**src/rtl/sqrt_arbiter_if.sv**
```systemverilog
// sqrt_arbiter_if: signal bundle between the requesters, sqrt_arbiter and the
// shared sqrt unit.
//   req_i/a_i       : per-requester request level and packed 10-bit operands
//   gnt_o/done_o    : one-hot grant / result-valid pulses
//   y_o/busy_o      : last root, arbiter-busy flag
//   sq_start_o/sq_a_o, sq_busy_i/sq_y_i : handshake with the sqrt unit
// slave modport is the arbiter side, master modport is the environment side.
interface sqrt_arbiter_if #(
  parameter int unsigned NUM_REQ = 4
);
  localparam int unsigned OP_W = 10;
  localparam int unsigned RT_W = 5;

  logic [NUM_REQ-1:0]      req_i;
  logic [NUM_REQ*OP_W-1:0] a_i;
  logic [NUM_REQ-1:0]      gnt_o;
  logic [NUM_REQ-1:0]      done_o;
  logic [RT_W-1:0]         y_o;
  logic                    busy_o;
  logic                    sq_start_o;
  logic [OP_W-1:0]         sq_a_o;
  logic [1:0]              sq_busy_i;
  logic [RT_W-1:0]         sq_y_i;

  modport slave (
    input  req_i, a_i, sq_busy_i, sq_y_i,
    output gnt_o, done_o, y_o, busy_o, sq_start_o, sq_a_o
  );

  modport master (
    output req_i, a_i, sq_busy_i, sq_y_i,
    input  gnt_o, done_o, y_o, busy_o, sq_start_o, sq_a_o
  );
endinterface

```
**src/rtl/sqrt_arbiter.sv**
```systemverilog
// sqrt_arbiter: shares one sqrt unit between NUM_REQ requesters. Picks a winner
// (round-robin by default), latches its operand, drives the unit through
// start/busy/done and returns the root with a one-cycle done pulse.
// Ports:
//   clk_i  : system clock, rising edge
//   rst_ni : asynchronous active-low reset
//   bus    : sqrt_arbiter_if.slave (requests, grants, results, sqrt handshake)
// Optional feature: define SQRT_ARB_FIXED_PRIO_EN for fixed priority
// (lowest requesting index always wins, no rotation pointer).
module sqrt_arbiter #(
  parameter int unsigned NUM_REQ = 4,
  parameter int unsigned IDX_W   = $clog2(NUM_REQ)
) (
  input  logic          clk_i,
  input  logic          rst_ni,
  sqrt_arbiter_if.slave bus
);
  localparam int unsigned OP_W = 10;
  localparam int unsigned RT_W = 5;

  typedef enum logic [2:0] {IDLE, ISSUE, WAIT_BUSY, WAIT_DONE, RESP} state_e;

  state_e             state_q, state_d;
  logic [IDX_W-1:0]   win_q, win_d;
  logic [OP_W-1:0]    opnd_q, opnd_d;
  logic [RT_W-1:0]    y_q, y_d;
  logic [NUM_REQ-1:0] gnt_q, gnt_d;
  logic [NUM_REQ-1:0] done_q, done_d;
  logic               start_q, start_d;
  logic               busy_q, busy_d;
`ifndef SQRT_ARB_FIXED_PRIO_EN
  logic [IDX_W-1:0]   ptr_q, ptr_d;
`endif

  logic               pick_vld;
  logic [IDX_W-1:0]   pick_idx;
  logic [IDX_W-1:0]   cand;
  logic [OP_W-1:0]    pick_op;
  logic               sq_busy;

  assign sq_busy = |bus.sq_busy_i;

  // Winner search: first set request starting at the pointer, wrapping.
  always_comb begin
    pick_vld = 1'b0;
    pick_idx = '0;
    cand     = '0;
    for (int unsigned i = 0; i < NUM_REQ; i++) begin
`ifdef SQRT_ARB_FIXED_PRIO_EN
      cand = IDX_W'(i);
`else
      cand = IDX_W'((32'(ptr_q) + i) % NUM_REQ);
`endif
      if (!pick_vld && bus.req_i[cand]) begin
        pick_vld = 1'b1;
        pick_idx = cand;
      end
    end
  end

  // Operand of the selected requester.
  always_comb begin
    pick_op = '0;
    for (int unsigned k = 0; k < NUM_REQ; k++) begin
      if (pick_idx == IDX_W'(k)) pick_op = bus.a_i[k*OP_W +: OP_W];
    end
  end

  // Next state and next registered outputs; gnt/start/done are produced on the
  // transition so the registered copies appear in ISSUE / RESP.
  always_comb begin
    state_d = state_q;
    win_d   = win_q;
    opnd_d  = opnd_q;
    y_d     = y_q;
    gnt_d   = '0;
    done_d  = '0;
    start_d = 1'b0;
`ifndef SQRT_ARB_FIXED_PRIO_EN
    ptr_d   = ptr_q;
`endif
    unique case (state_q)
      IDLE: begin
        if (pick_vld) begin
          win_d   = pick_idx;
          opnd_d  = pick_op;
          gnt_d   = NUM_REQ'(1) << pick_idx;
          start_d = 1'b1;
          state_d = ISSUE;
        end
      end
      ISSUE: state_d = WAIT_BUSY;
      WAIT_BUSY: begin
        if (sq_busy) state_d = WAIT_DONE;
      end
      WAIT_DONE: begin
        if (!sq_busy) begin
          y_d     = bus.sq_y_i;
          done_d  = NUM_REQ'(1) << win_q;
          state_d = RESP;
        end
      end
      RESP: begin
`ifndef SQRT_ARB_FIXED_PRIO_EN
        ptr_d   = IDX_W'((32'(win_q) + 1) % NUM_REQ);
`endif
        state_d = IDLE;
      end
      default: state_d = IDLE;
    endcase
    busy_d = (state_d != IDLE);
  end

  // State and output registers.
  always_ff @(posedge clk_i or negedge rst_ni) begin
    if (!rst_ni) begin
      state_q <= IDLE;
      win_q   <= '0;
      opnd_q  <= '0;
      y_q     <= '0;
      gnt_q   <= '0;
      done_q  <= '0;
      start_q <= 1'b0;
      busy_q  <= 1'b0;
`ifndef SQRT_ARB_FIXED_PRIO_EN
      ptr_q   <= '0;
`endif
    end else begin
      state_q <= state_d;
      win_q   <= win_d;
      opnd_q  <= opnd_d;
      y_q     <= y_d;
      gnt_q   <= gnt_d;
      done_q  <= done_d;
      start_q <= start_d;
      busy_q  <= busy_d;
`ifndef SQRT_ARB_FIXED_PRIO_EN
      ptr_q   <= ptr_d;
`endif
    end
  end

  assign bus.gnt_o      = gnt_q;
  assign bus.done_o     = done_q;
  assign bus.y_o        = y_q;
  assign bus.busy_o     = busy_q;
  assign bus.sq_start_o = start_q;
  assign bus.sq_a_o     = opnd_q;
endmodule

```
**src/flat_wrapper.sv**
```systemverilog
// flat-port wrapper written by rule: the top's interface ports become plain ports
module sqrt_arbiter_flat 
#(
  parameter int unsigned NUM_REQ = 4,
  parameter int unsigned IDX_W   = $clog2(NUM_REQ)
)
  (clk_i, rst_ni, bus_req_i, bus_a_i, bus_sq_busy_i, bus_sq_y_i, bus_gnt_o, bus_done_o, bus_y_o, bus_busy_o, bus_sq_start_o, bus_sq_a_o);
  sqrt_arbiter_if #(.NUM_REQ(NUM_REQ)) bus_i ();
  input  logic clk_i;
  input  logic rst_ni;
  input wire logic [$bits(bus_i.req_i)-1:0] bus_req_i;
  input wire logic [$bits(bus_i.a_i)-1:0] bus_a_i;
  input wire logic [$bits(bus_i.sq_busy_i)-1:0] bus_sq_busy_i;
  input wire logic [$bits(bus_i.sq_y_i)-1:0] bus_sq_y_i;
  output wire logic [$bits(bus_i.gnt_o)-1:0] bus_gnt_o;
  output wire logic [$bits(bus_i.done_o)-1:0] bus_done_o;
  output wire logic [$bits(bus_i.y_o)-1:0] bus_y_o;
  output wire logic [$bits(bus_i.busy_o)-1:0] bus_busy_o;
  output wire logic [$bits(bus_i.sq_start_o)-1:0] bus_sq_start_o;
  output wire logic [$bits(bus_i.sq_a_o)-1:0] bus_sq_a_o;
  assign bus_i.req_i = bus_req_i;
  assign bus_i.a_i = bus_a_i;
  assign bus_i.sq_busy_i = bus_sq_busy_i;
  assign bus_i.sq_y_i = bus_sq_y_i;
  assign bus_gnt_o = bus_i.gnt_o;
  assign bus_done_o = bus_i.done_o;
  assign bus_y_o = bus_i.y_o;
  assign bus_busy_o = bus_i.busy_o;
  assign bus_sq_start_o = bus_i.sq_start_o;
  assign bus_sq_a_o = bus_i.sq_a_o;
  sqrt_arbiter #(.NUM_REQ(NUM_REQ), .IDX_W(IDX_W)) u_core (.clk_i(clk_i), .rst_ni(rst_ni), .bus(bus_i));
endmodule
```
**config.mk**
```make
export PLATFORM = sky130hd
export DESIGN_NAME = sqrt_arbiter_flat
export DESIGN_NICKNAME = d
export VERILOG_FILES = /design/src/rtl/sqrt_arbiter_if.sv /design/src/rtl/sqrt_arbiter.sv /design/src/flat_wrapper.sv
export SDC_FILE = /design/constraint.sdc
export NUM_CORES = 1
export LEC_CHECK = 0
export BUFFER_PORTS_ARGS = -buffer_cell sky130_fd_sc_hd__buf_2
export CORE_MARGIN = 2
export CORE_UTILIZATION = 25
export DETAILED_ROUTE_END_ITERATION = 16
export GPL_TIMING_DRIVEN = 0
export HOLD_SLACK_MARGIN = 0.1
export PLACE_DENSITY = 0.57
export SYNTH_ARGS = -nofsm -noshare
export SYNTH_HDL_FRONTEND = slang
export SYNTH_SLANG_ARGS = --single-unit
```
**constraint.sdc**
```tcl
create_clock -name clk_i -period 4.6 [get_ports clk_i]
set_input_delay 0.92 -clock clk_i [delete_from_list [all_inputs] [get_ports clk_i]]
set_output_delay 0.92 -clock clk_i [all_outputs]
set_load 0.03 [all_outputs]
```
# Word level (Yosys, flattened, before mapping)
# Cells that the tools add are included.
[word_totals]
ff_bits = 32
inputBits = 53
out_inout_bits = 25
[op_classes]
add_sub_neg = 4
n_lt_le_gt_ge = 4
eq_ne = 7
shifts = 2
muxes = 30
n_bitwise = 1
reduce_logical = 12
[op_table]
columns = ["cell", "n"]
rows = [
  ["$mux 10", 4],
  ["$mux 4", 4],
  ["$lt 2x3->1 const B", 4],
  ["$pmux 3 s4", 1],
  ["$mux 1", 10],
  ["$mux 3", 3],
  ["$bmux 1 s2", 4],
  ["$mux 2", 4],
  ["$shl 1x2->4 const A", 2],
  ["$eq 3x2->1 const B", 2],
  ["$add 2x1->2 const B", 2],
  ["$add 2x2->2 const B", 2],
  ["$eq 2x2->1 const B", 2],
  ["$reduce_and 2->1", 2],
  ["$eq 3x1->1 const B", 1],
  ["$eq 3x3->1 const B", 1],
  ["$logic_and 1x1->1", 3],
  ["$logic_not 1->1", 3],
  ["$logic_not 3->1", 1],
  ["$reduce_bool 3->1", 1],
  ["$eq 2x1->1 const B", 1],
  ["$logic_not 2->1", 1],
  ["$reduce_or 2->1", 1],
  ["$not 1->1", 1],
]

# Logic depth before layout (Yosys ltp)
[depth]
depth_word = 17
depth_mapped = 6
mapped_depth_nobuf = 5

# Worst setup path before layout
# Ideal clock, no wire load.
[synth_path]
kind = "input -> register"
start = "input bus_req_i[0]"
end = "register u_core.opnd_q[1], in the netlist u_core.bus.sq_a_o[1]"
setup_ns = 0.132
arrival_ns = 2.057
required_ns = 4.468
setup_slack_ns = 2.411
stages = 5
cell_sequence = "or3b_2 o221ai_2 buf_4 mux2i_1 o221ai_2"
[synth_between]
elab_chain_cells = 17
word_cells_on_any_way = 31
[synth_rtl]
columns = ["element", "line", "text"]
rows = [
  ["from (decl)", "flat_wrapper.sv:11", "input wire logic [$bits(bus_i.req_i)-1:0] bus_req_i;"],
  ["$bmux 1 s2", "sqrt_arbiter.sv:54", "if (!pick_vld && bus.req_i[cand]) begin"],
  ["$mux 1 (implied by the code)", "sqrt_arbiter.sv:54", ""],
  ["$mux 1", "sqrt_arbiter.sv:54", ""],
  ["$logic_not 1->1", "sqrt_arbiter.sv:54", ""],
  ["$logic_and 1x1->1", "sqrt_arbiter.sv:54", ""],
  ["$mux 1", "sqrt_arbiter.sv:54", ""],
  ["$logic_not 1->1", "sqrt_arbiter.sv:54", ""],
  ["$logic_and 1x1->1", "sqrt_arbiter.sv:54", ""],
  ["$mux 1", "sqrt_arbiter.sv:54", ""],
  ["$logic_not 1->1", "sqrt_arbiter.sv:54", ""],
  ["$logic_and 1x1->1", "sqrt_arbiter.sv:54", ""],
  ["$mux 2", "sqrt_arbiter.sv:54", ""],
  ["$logic_not 2->1", "sqrt_arbiter.sv:65", "if (pick_idx == IDX_W'(k)) pick_op = bus.a_i[k*OP_W +: OP_W];"],
  ["$mux 10 (4 in series)", "sqrt_arbiter.sv:65", ""],
  ["to (signal assigned)", "sqrt_arbiter.sv:131", "opnd_q <= opnd_d;"],
  ["to (decl)", "sqrt_arbiter.sv:25", "logic [OP_W-1:0] opnd_q, opnd_d;"],
]
# Parallel ways exist; a longest one is shown, timed or not. The select of a mux whose other input is x is not followed.
# A chain may end at the register's enable or synchronous reset.

# Final worst setup path
[layout_path]
start = "input bus_req_i[1]"
end = "register u_core.opnd_q[8], in the netlist u_core.bus.sq_a_o[8]"
# Same word-level chain as after synthesis.

==> flow_metrics.env <==
export IMPL_outcome="finished, final reports clean"
export IMPL_post_cts_buffers=0
export IMPL_startpoint="bus_req_i[1]"
export IMPL_crit_path_start_kind="primary input"
export IMPL_start_util_pct=25.5
export IMPL_fmax_mhz=452
export IMPL_synth_common_cells="32 x dfrtp_1, 20 x mux2i_1, 13 x nand2_1"
export IMPL_arrival_ns=2.37
export IMPL_syn_avg_cell_area_um2=12.4
export IMPL_syn2layout_area_growth_pct=35.7
export IMPL_fin_skew_ns=0.0113
export IMPL_synth_seq_cells=32
export IMPL_cp_end_kind="flop"
export IMPL_grt_ovfl_total=0
export IMPL_p_comb_share_pct=47.4
export IMPL_cp_depth=6
export IMPL_cts_resized=0
export IMPL_routedWlPerCell_um=12.7
export IMPL_fp_dieH_um=84.0
export IMPL_cp_required_ns=4.76
export IMPL_ant_nets=0
export IMPL_crit_chain="buf_2, mux2_1, o221ai_2, buf_4, mux2i_1, o221ai_2"
export IMPL_die_area_mm2=0.00706
export IMPL_viasPerCell=4.31
export IMPL_cp_num_buf_inv=2
export IMPL_power_leakage_nw=1.15
export IMPL_design_core_area_mm2=0.00628
export IMPL_grt_start_max_net_pins=33
export IMPL_hold_buffers=0
export IMPL_grt_pass1_vias=1282
export IMPL_tns_ns=0
export IMPL_gp_congestion=0.697
export IMPL_swShare_pct=41.7
export IMPL_dpl_hpwl_mm=2.75
export IMPL_hold_path_class="reg2reg"
export IMPL_synth_flop_cell="dfrtp_1"
export IMPL_grt_pass1_wl_mm=6.28
export IMPL_ys_seq_area_share_pct=50.0
export IMPL_yosysWarnings=0
export IMPL_crit_top_cell="o221ai_2"
export IMPL_cp_top_family="multiplexers"
export IMPL_cts_num_sinks=32
export IMPL_p_seq_share_pct=35.0
export IMPL_syn_num_nets=186
export IMPL_p_int_mw=0.746
export IMPL_clk_pin_slew_ns=0.07
export IMPL_min_period_ns=2.21
export IMPL_slew_limit_headroom_pct=51.2
export IMPL_rsz0062_at_grt="no"
export IMPL_cts_made_buffers=5
export IMPL_dp_cells=283
export IMPL_synth_async_sr_flop_share_pct=100
export IMPL_synthDistinctLibCells=29
export IMPL_synth_edf_count=0
export IMPL_critPathSlowestCell="o221ai_2"
export IMPL_synth_area_leaders="dfrtp_1 50%, mux2i_1 13%, o221ai_2 9.4%, mux2_2 4.2%, ha_1 3.1%"
export IMPL_clkPwrFrac_pct=17.6
export IMPL_r2r_cells=5
export IMPL_ir_drop_uv=205
export IMPL_cts_root_buf="clkbuf_8"
export IMPL_fin_cells=291
export IMPL_num_io_pins=78
export IMPL_die_w_um=84.0
export IMPL_netSwitchingPower_mw=0.533
export IMPL_worstSetupPathType="in2reg"
export IMPL_synth_top_area_share_pct=50.0
export IMPL_htree_levels=2
export IMPL_period_share_pct=48.1
export IMPL_max_cap_violations=0
export IMPL_yosysMostFrequentCell="dfrtp_1"
export IMPL_grtUsageTotal_pct=11.3
export IMPL_rows=29
export IMPL_port_buffers=77
export IMPL_dr_pass1_iters=4
export IMPL_clockBufferDepth=2
export IMPL_setup_viol=0
export IMPL_drc=0
export IMPL_vias=1254
export IMPL_cts_tree="yes"
export IMPL_clk_latency_ns=0.28
export IMPL_path_max_fanout=10
export IMPL_p_per_area_mw_per_mm2=589
export IMPL_syn_cell_area_mm2=0.00160
export IMPL_drive_above_1_share_pct=50.0
export IMPL_diodes=0
export IMPL_slowest_delay_ns=0.36
export IMPL_timing_rr_start="u_core.ptr_q[1]"
export IMPL_fillers=646
export IMPL_reg2reg_slack_ns=2.67
export IMPL_antenna_found_initial=0
export IMPL_hold_viol_final=0
export IMPL_worst_r2r_endpoint="u_core.bus.sq_a_o[8]"
export IMPL_synth_cells=129
export IMPL_yosysTopAreaCell="dfrtp_1"
export IMPL_first_iter_violations=30
export IMPL_endpoint="u_core.bus.sq_a_o[8]"
export IMPL_final_nets=270
export IMPL_worst_slew_pin_slew_ns=0.732
export IMPL_drv_slew=0
export IMPL_wl_mm=3.68
[metrics by stage]
step	instance area [um2]	total power [mW]	hold slack [ns]	util (%)	setup WS, ns
2_1_floorplan	1600	0.894	0.486	-	2.41
3_3_place_gp	2080	1.07	0.467	33.2	2.06
3_5_place_dp	2080	1.07	0.469	33.2	2.07
4_1_cts	2170	1.30	0.491	34.6	2.36
5_1_grt	2170	1.38	0.520	34.6	2.28
6_report	2170	1.28	0.488	34.6	2.39
[registers in the layout, summed over array words and instances, names as in the netlist]
signal	count
u_core.bus.gnt_o	4
u_core.bus.y_o	5
u_core.win_q	2
u_core.bus.sq_a_o	10
u_core.ptr_q	2
u_core.bus.busy_o	1
u_core.bus.sq_start_o	1
u_core.bus.done_o	4
u_core.state_q	3
[power by group through the flow]
stage,Combinational [mW],Sequential [mW],Clock (mW)
after floorplan,0.296,0.598,0
after global placement,0.615,0.451,0
after detailed placement,0.621,0.451,0
after CTS,0.620,0.449,0.234
after global routing,0.666,0.463,0.250
final,0.606,0.448,0.226
[final cells by class]
| cell class | instances | area (um2) | area share, % |
|---|---|---|---|
| inverters | 5 | 18.8 | 0.864 |
| multi-input cells | 86 | 732 | 33.7 |
| well taps | 77 | 96.3 | 4.44 |
| repair buffers | 77 | 385 | 17.7 |
| flip-flops and latches | 32 | 801 | 36.9 |
| clock buffers | 8 | 90.1 | 4.15 |
| plain buffers | 6 | 48.8 | 2.25 |
[per-layer routing]
| layer | wire length [um] | track usage, % | vias up |
|---|---|---|---|
| met1 | 1810 | 15.2 | 569 |
| met5 | 0 | 0 | - |
| met2 | 1580 | 17.2 | 48 |
| met3 | 251 | 2.87 | 7 |
| met4 | 43 | 4.84 | 0 |
| li1 | - | - | 630 |
[cell families after synthesis]
kind of cell / share of synthesized area, %
DFF: 50.0
muxes: 17.4
adders and majority gates: 3.13
and+or+nand+nor: 12.0
buffers and inverters: 4.22
AOI/OAI and AO/OA: 13.1
[worst min path at each step]
stage / startpoint / to / depth (start not counted)
floorplan: u_core.state_q[2] / u_core.bus.busy_o / 1
global placement: u_core.bus.sq_a_o[1] / u_core.bus.sq_a_o[1] / 2
detailed placement: u_core.bus.sq_a_o[7] / u_core.bus.sq_a_o[7] / 2
CTS: u_core.bus.sq_a_o[7] / u_core.bus.sq_a_o[7] / 2
global route: u_core.bus.sq_a_o[5] / u_core.bus.sq_a_o[5] / 2
finish: u_core.bus.sq_a_o[7] / u_core.bus.sq_a_o[7] / 2
[worst reg2reg max path: cells and delay by family, from the launching register on]
kind	cells	cell delay [ns]
compound gates	2	0.48
buf+inv	1	0.30
mux	2	0.62
flops	1	0.43
[placed cells by master, fill, tap and decap left out, types with 3 or more instances in the layout]
cell	count
mux2_2	6
dfrtp_1	32
o221ai_2	10
nor2_1	3
mux2i_1	20
buf_2	77
inv_1	5
clkbuf_1	4
ha_1	4
o21ai_0	5
nand2_1	13
buf_6	3
clkbuf_8	6
and2_1	4
nor2b_1	4
Power figures use the tool's default switching activity.
